## src/rtl/mac_pkg.sv

```systemverilog
// Shared definitions for the MAC job scheduler: FSM encoding, default width
// and the index-width helper used by the scheduler and its arbiter.
package mac_pkg;

  localparam int DW_DEF = 8;

  localparam logic [2:0] ST_IDLE  = 3'd0;
  localparam logic [2:0] ST_LOAD  = 3'd1;
  localparam logic [2:0] ST_ADD   = 3'd2;
  localparam logic [2:0] ST_STORE = 3'd3;
  localparam logic [2:0] ST_DONE  = 3'd4;

  // Index width for n requesters, never narrower than one bit.
  function automatic int idx_w(input int n);
    return (n > 1) ? $clog2(n) : 1;
  endfunction

endpackage

```

## src/rtl/mac_rr_arb.sv

```systemverilog
// Combinational round-robin pick: first set request at or after the pointer,
// wrapping around; returns both the one-hot pick and its index.
module mac_rr_arb
  import mac_pkg::*;
#(
  parameter int NREQ = 2,
  parameter int PW   = idx_w(NREQ)
) (
  input  logic [NREQ-1:0] req,
  input  logic [PW-1:0]   ptr,
  output logic [NREQ-1:0] pick,
  output logic [PW-1:0]   pick_idx
);

  int            j_s;
  logic [PW-1:0] j_idx_s;
  logic          found_s;

  // Scan requesters starting at the pointer; the first hit wins.
  always_comb begin
    pick     = '0;
    pick_idx = '0;
    found_s  = 1'b0;
    j_s      = 0;
    j_idx_s  = '0;
    for (int k = 0; k < NREQ; k++) begin
      j_s = int'(ptr) + k;
      if (j_s >= NREQ) begin
        j_s = j_s - NREQ;
      end else begin
        j_s = j_s;
      end
      j_idx_s = PW'(j_s);
      if (!found_s && req[j_idx_s]) begin
        found_s        = 1'b1;
        pick[j_idx_s]  = 1'b1;
        pick_idx       = j_idx_s;
      end else begin
        found_s = found_s;
      end
    end
  end

endmodule

```

## src/rtl/mac_sched.sv

```systemverilog
// Job scheduler driving an external load/add accumulator: arbitrates requesters
// round-robin and sequences LOAD -> ADD -> STORE -> DONE for each accepted job.
module mac_sched
  import mac_pkg::*;
#(
  parameter int DW   = DW_DEF,
  parameter int NREQ = 2
) (
  input  logic             clk,
  input  logic             rst_n,
  input  logic             ena,
  input  logic [NREQ-1:0]  req,
  input  logic [NREQ*DW-1:0] req_a,
  input  logic [NREQ*DW-1:0] req_b,
  output logic [NREQ-1:0]  gnt,
  output logic [NREQ-1:0]  done,
  output logic [DW-1:0]    result,
  output logic             busy,
  output logic             dp_load,
  output logic             dp_add,
  output logic [DW-1:0]    dp_din,
  input  logic [DW-1:0]    dp_acc
);

  localparam int PW = idx_w(NREQ);

  logic [2:0]      state_r;
  logic [PW-1:0]   ptr_r;
  logic [PW-1:0]   w_r;
  logic [NREQ-1:0] w_oh_r;
  logic [DW-1:0]   a_r;
  logic [DW-1:0]   b_r;
  logic [DW-1:0]   result_r;
  logic [NREQ-1:0] pick_s;
  logic [PW-1:0]   pick_idx_s;

  mac_rr_arb #(
    .NREQ (NREQ),
    .PW   (PW)
  ) u_arb (
    .req      (req),
    .ptr      (ptr_r),
    .pick     (pick_s),
    .pick_idx (pick_idx_s)
  );

  // FSM, round-robin pointer, latched job operands and the result register.
  always_ff @(posedge clk or negedge rst_n) begin
    if (!rst_n) begin
      state_r  <= ST_IDLE;
      ptr_r    <= '0;
      w_r      <= '0;
      w_oh_r   <= '0;
      a_r      <= '0;
      b_r      <= '0;
      result_r <= '0;
    end else if (ena) begin
      case (state_r)
        ST_IDLE: begin
          if (|req) begin
            a_r     <= req_a[int'(pick_idx_s)*DW +: DW];
            b_r     <= req_b[int'(pick_idx_s)*DW +: DW];
            w_r     <= pick_idx_s;
            w_oh_r  <= pick_s;
            state_r <= ST_LOAD;
          end
        end
        ST_LOAD:  state_r <= ST_ADD;
        ST_ADD:   state_r <= ST_STORE;
        ST_STORE: begin
          result_r <= dp_acc;
          state_r  <= ST_DONE;
        end
        ST_DONE: begin
          ptr_r   <= (w_r == PW'(NREQ-1)) ? '0 : w_r + PW'(1);
          state_r <= ST_IDLE;
        end
        default: state_r <= ST_IDLE;
      endcase
    end
  end

  // Moore output decode; every pulse is qualified by ena so a stall emits nothing.
  always_comb begin
    gnt     = '0;
    done    = '0;
    dp_load = 1'b0;
    dp_add  = 1'b0;
    dp_din  = '0;
    case (state_r)
      ST_LOAD: begin
        dp_din = a_r;
        if (ena) begin
          gnt     = w_oh_r;
          dp_load = 1'b1;
        end else begin
          gnt = '0;
        end
      end
      ST_ADD: begin
        dp_din = b_r;
        if (ena) begin
          dp_add = 1'b1;
        end else begin
          dp_add = 1'b0;
        end
      end
      ST_DONE: begin
        if (ena) begin
          done = w_oh_r;
        end else begin
          done = '0;
        end
      end
      default: dp_din = '0;
    endcase
  end

  assign busy   = (state_r != ST_IDLE);
  assign result = result_r;

endmodule

```

## config.mk

```make
export PLATFORM = sky130hd
export DESIGN_NAME = mac_sched
export DESIGN_NICKNAME = d
export VERILOG_FILES = /design/src/rtl/mac_pkg.sv /design/src/rtl/mac_rr_arb.sv /design/src/rtl/mac_sched.sv
export SDC_FILE = /design/constraint.sdc
export NUM_CORES = 1
export LEC_CHECK = 0
export ABC_AREA = 1
export CAP_MARGIN = 20
export CORE_MARGIN = 4
export CORE_UTILIZATION = 46
export CTS_CLUSTER_DIAMETER = 30
export CTS_CLUSTER_SIZE = 24
export DETAILED_ROUTE_END_ITERATION = 10
export PLACE_DENSITY = 0.95
export SLEW_MARGIN = 20
export SYNTH_ARGS = -nofsm -noshare
export SYNTH_HDL_FRONTEND = slang
export SYNTH_SLANG_ARGS = --single-unit
```

## constraint.sdc

```tcl
create_clock -name clk -period 2.1 [get_ports clk]
set_input_delay 0.42 -clock clk [delete_from_list [all_inputs] [get_ports clk]]
set_output_delay 0.42 -clock clk [all_outputs]
set_load 0.05 [all_outputs]
```

### Word-level counts from Yosys, hierarchy flattened

Index checks and enable logic that the tools add are counted.

* output and inout port bits: 23
* flip-flop bits (word level): 31
* word-level logic and storage cells: 61
* bits of input ports: 45

* $add $sub $neg: 4
* shift operators: 2
* order comparisons: 6
* reductions and logical operators: 11
* mux-type cells: 25
* equality and inequality tests: 5
* bitwise operators: 1

Operators with widths (number)
* $shiftx A16 B5 Y8: 2
* $pmux W8 S2: 1
* $mux W1: 15
* $pmux W3 S4: 1
* $mux W2: 5
* $eq A3 B2 Y1 const B: 2
* $reduce_and A2 Y1: 3
* $lt A1 B2 Y1 const B: 2
* $eq A3 B1 Y1 const B: 1
* $eq A3 B3 Y1 const B: 1
* $logic_and A1 B1 Y1: 3
* $logic_not A3 Y1: 1
* $mux W3: 1
* $reduce_and A3 Y1: 1
* $reduce_bool A3 Y1: 1
* $add A1 B1 Y2 const B: 1
* $demux W1 S1: 2
* $ge A1 B1 Y1 const B: 2
* $ge A1 B2 Y1 const B: 1
* $ge A2 B2 Y1 const B: 1
* $ne A2 B2 Y1 const B: 1
* $or A2 B2 Y2: 1
* $reduce_or A2 Y1: 1
* $sub A1 B1 Y1 const B: 2
* 2 further kinds: 2

### Depth between registers and ports, before layout

* depth after elaboration: 9
* mapped depth: 8
* mapped depth without buffers: 7

### Cells and area by module

Synthesis repeated with hierarchy kept, for this count alone.

* cells, all modules: 237
* area total of the unflattened synthesis: 1720.4 µm²

By module, submodules not included
* mac_sched: times used 1, area each 1696.6 µm², seq. area each 775.7 µm², cells each 231
* mac_rr_arb: times used 1, area each 23.8 µm², seq. area each 0.0 µm², cells each 6

### Worst setup path before layout

No wires, ideal clock.

* path kind: register -> output
* start: register state_r[2]
* end: output port dp_din[0]
* setup slack: -0.177 ns
* cell stages (with the launch flop): 5
* required time: 1.680 ns
* data arrival time: 1.857 ns
* buffers on the path: 1
* cell sequence: dfrtp_1 inv_2 nand3_1 buf_2 o21ai_0

* word-level cells in the longest chain between the ends: 2
* elaborated cells between the ends (all ways): 3
* classes of those cells: 2 x eq/ne; 1 x mux

RTL lines
* from (decl): RTL line mac_sched.sv:27 `logic [2:0] state_r;`
* from (signal assigned): RTL line mac_sched.sv:50 `state_r <= ST_IDLE;`
* from (signal assigned): RTL line mac_sched.sv:65 `state_r <= ST_LOAD;`
* from (signal assigned): RTL line mac_sched.sv:68 `ST_LOAD: state_r <= ST_ADD;`
* $eq A3 B2 Y1 or $eq A3 B1 Y1 (tied branches): RTL line mac_sched.sv:90 `case (state_r)`
* $pmux W8 S2 *: RTL line mac_sched.sv:90
* to (decl): RTL line mac_sched.sv:21 `output logic [DW-1:0] dp_din,`

Mark *: on every way between the ends. The rest lies on a longest branch, timed or not.

### Worst setup path after layout

Ends and elaborated chain as after synthesis.

==> metrics.csv <==
metric,value,unit
Layout area overhead,56.6,%
Total GRT Usage,21.8,%
worst hold margin,0.469,ns
CP peak stage delay,0.45,ns
headroom to the max-slew limit,66.6,%
Setup crit end kind,primary output,
"Most Used Layer, Global Route",met2,
Cells after Synth,234,
clock root cell,clkbuf_8,
Final #Nets,349,
Fin. Hold Viols,0,
reg2reg start,state_r[0],
Max VDD drop,0.794,mV
leakage power,1.32,nW
crit path launch type,flop,
# Max-Cap Violations,0,
Filler cells,224,
"Seq/Total Area, Yosys",46.1,%
GR Layer Usage met1,27.1,%
DRC Markers,0,
FF-to-FF path depth,6,
hold path start,w_r,
initial antenna violation count,0,
Rows,21,
Crit Path Class,flop to primary output,
CTS sink cnt,31,
final non-filler cell total,351,
routing usage on met2,34.8,%
Worst Path Max Fanout,12,
largest net degree at the start of global routing,32,
worst hold stages,1,
clock slew at reported path FFs,0.06,ns
TritonRoute pass-1 iters,4,
Finish-stage setup viols,0,
antenna-violating nets left,0,
proportion of layout cells with a drive suffix above 1,15.1,%
fin. max-slew vios,0,
Setup crit start,state_r[2],
hpwl dp,3340,um
post-route clock skew,0.00363,ns
die footprint,4690,um2
Core ar.,3440,um2
Post-Syn Area,1680,um2
Period minus WS final,2.01,ns
Placement Cell Area,2530,um2
cell area after layout,2640,um2
PortBufs,67,
CTS buffer count,5,
area share of the largest cell type after synthesis,46.1,%
GR Overflow Total,0,
Worst R2R Setup Slack,0.48,ns
starting density of the core,48.9,%
diodes inserted,0,
GPL Wtd Cong,0.784,
Max Buffers Root-to-Sink,2,
Die X,68.5,um
"most common cell after layout, fill and taps aside",nand2_1,
Total Routed Length,4450,um
Power Density,1400,nW/um2
chip height,68.5,um
initial drt markers,106,
hold worst-path end,ptr_r,
cell taking the most area after synthesis,dfrtp_1,
Wirelength per Cell,12.7,um
Achievable Freq,499,MHz
status,finished clean,
Clock Latency Late Sink,0.29,ns
Placed Cells,343,
first-pass GRT wire length,7450,um
syn nets,279,
DP Worst Slack,0.123,ns
vias in the first global route,1605,
most frequent cells in the layout,"nand2_1, clkdlybuf4s50_1, dfrtp_1",
TritonCTS clock tree,yes,
CP bufs+invs,3,
Clock H-tree levels,2,
CP cell instances,inv_2 > nand3_4 > o21ai_0 > buf_4 > buf_12,
Syn. warnings,0,
"FF+latch count, synth",31,
Crit-path slowest cell,dfrtp_1,
I/O pins,68,
Critical Path RT,1.68,ns
crit-path leading delay family,flip-flops,
Global Route met3 Usage,7.78,%
synth unique cells,21,
vias,1698,
hold crit path type,flop to flop,
syn avg cell area,7.20,um2
slew at the pin closest to its max-slew limit,0.500,ns
"Period Utilization, post-route",95.5,%
final setup TNS,0,ns
Hold Buf Count CTS,0,
top post-synthesis cells by area,"dfrtp_1, nand2_1, nand3_1",
RR Endpoint,w_oh_r[1],
vias per inst,4.84,
arrival time worst endpoint,1.59,ns
unrepaired setup endpoints after global routing,yes,
final setup margin,0.0948,ns
-- state kept, by name, summed over array words and instances, names as in the netlist --
| name | flops |
|---|---|
| a_r | 8 |
| b_r | 8 |
| ptr_r | 1 |
| result | 8 |
| state_r | 3 |
| w_oh_r | 2 |
| w_r | 1 |
-- power breakdown --
part | internal [W] | switching [W] | leakage, nW
registers | 0.000868 | 0.000168 | 0.390
clock network | 0.000226 | 0.000225 | 0.0477
logic | 0.000857 | 0.00135 | 0.882
total | 0.00195 | 0.00174 | 1.32
-- how the worst max path moves through the flow --
| stage | slack, ns | cells past startpoint | end |
|---|---|---|---|
| floorplan | -0.18 | 4 | dp_din[0] |
| global placement | 0.13 | 4 | gnt[1] |
| detailed placement | 0.12 | 4 | gnt[0] |
| CTS | 0.03 | 5 | dp_din[3] |
| global route | -0.004 | 5 | done[0] |
| finish | 0.09 | 5 | dp_din[0] |
-- worst register-to-register path: stages, from the launching register on --
cell     delay (ns)
dfrtp_1        0.48
nor2_4         0.21
buf_4          0.19
nand2_2        0.08
nor2_4         0.37
nand2_1        0.13
o21ai_1        0.09
-- synthesized netlist by cell type --
| library cell | n |
|---|---|
| nand2_1 | 118 |
| dfrtp_1 | 31 |
| nand3_1 | 29 |
| inv_1 | 13 |
| o21ai_0 | 9 |
| nor2_1 | 6 |
| buf_2 | 5 |
| buf_4 | 3 |
| inv_2 | 3 |
| buf_6 | 2 |
| nand2_2 | 2 |
| nor2_4 | 2 |
| nor3_1 | 2 |
| o21ai_1 | 2 |
| a21boi_0 | 1 |
| clkbuf_1 | 1 |
| nand2_4 | 1 |
| nand3_4 | 1 |
| nand4_2 | 1 |
| nor2_2 | 1 |
| o21ai_2 | 1 |
-- stage by stage --
step | total power, W | utilization, %
after detailed placement | 0.00320 | 73.5
final | 0.00369 | 76.6
after floorplan | 0.00232 | -
after global routing | 0.00396 | 76.6
after CTS | 0.00369 | 76.1
after global placement | 0.00315 | 73.5
-- routing by layer --
metal | wire [um] | vias to the layer above
met3 | 408 | 6
met5 | 0 | -
li1 | - | 863
met1 | 1830 | 770
met2 | 2150 | 59
met4 | 66 | 0
-- cell type report --
type                            count  area (um2)  share of cell area (%)
Clock buffer                        5        68.8                    2.61
Multi-Input combinational cell    176         800                    30.3
Timing Repair Buffer               74         861                    32.6
Clock inverter                      3        15.0                   0.569
Tap cell                           46        57.6                    2.18
Inverter                           16        60.1                    2.28
Sequential cell                    31         776                    29.4
-- logic make-up (layout without fill, tap and decap cells) --
family	count (synthesis)	count (layout)	share of synthesized area, %
buf+inv	27	98	7.95
flops	31	31	46.1
compound gates	13	13	4.23
simple gates	163	163	41.8
-- repair_timing --
action	4_1_cts	5_1_grt
setup endpoints to repair	12	9
gates resized for setup	8	4
setup buffers	0	0
(Power assumes the default switching activity.)
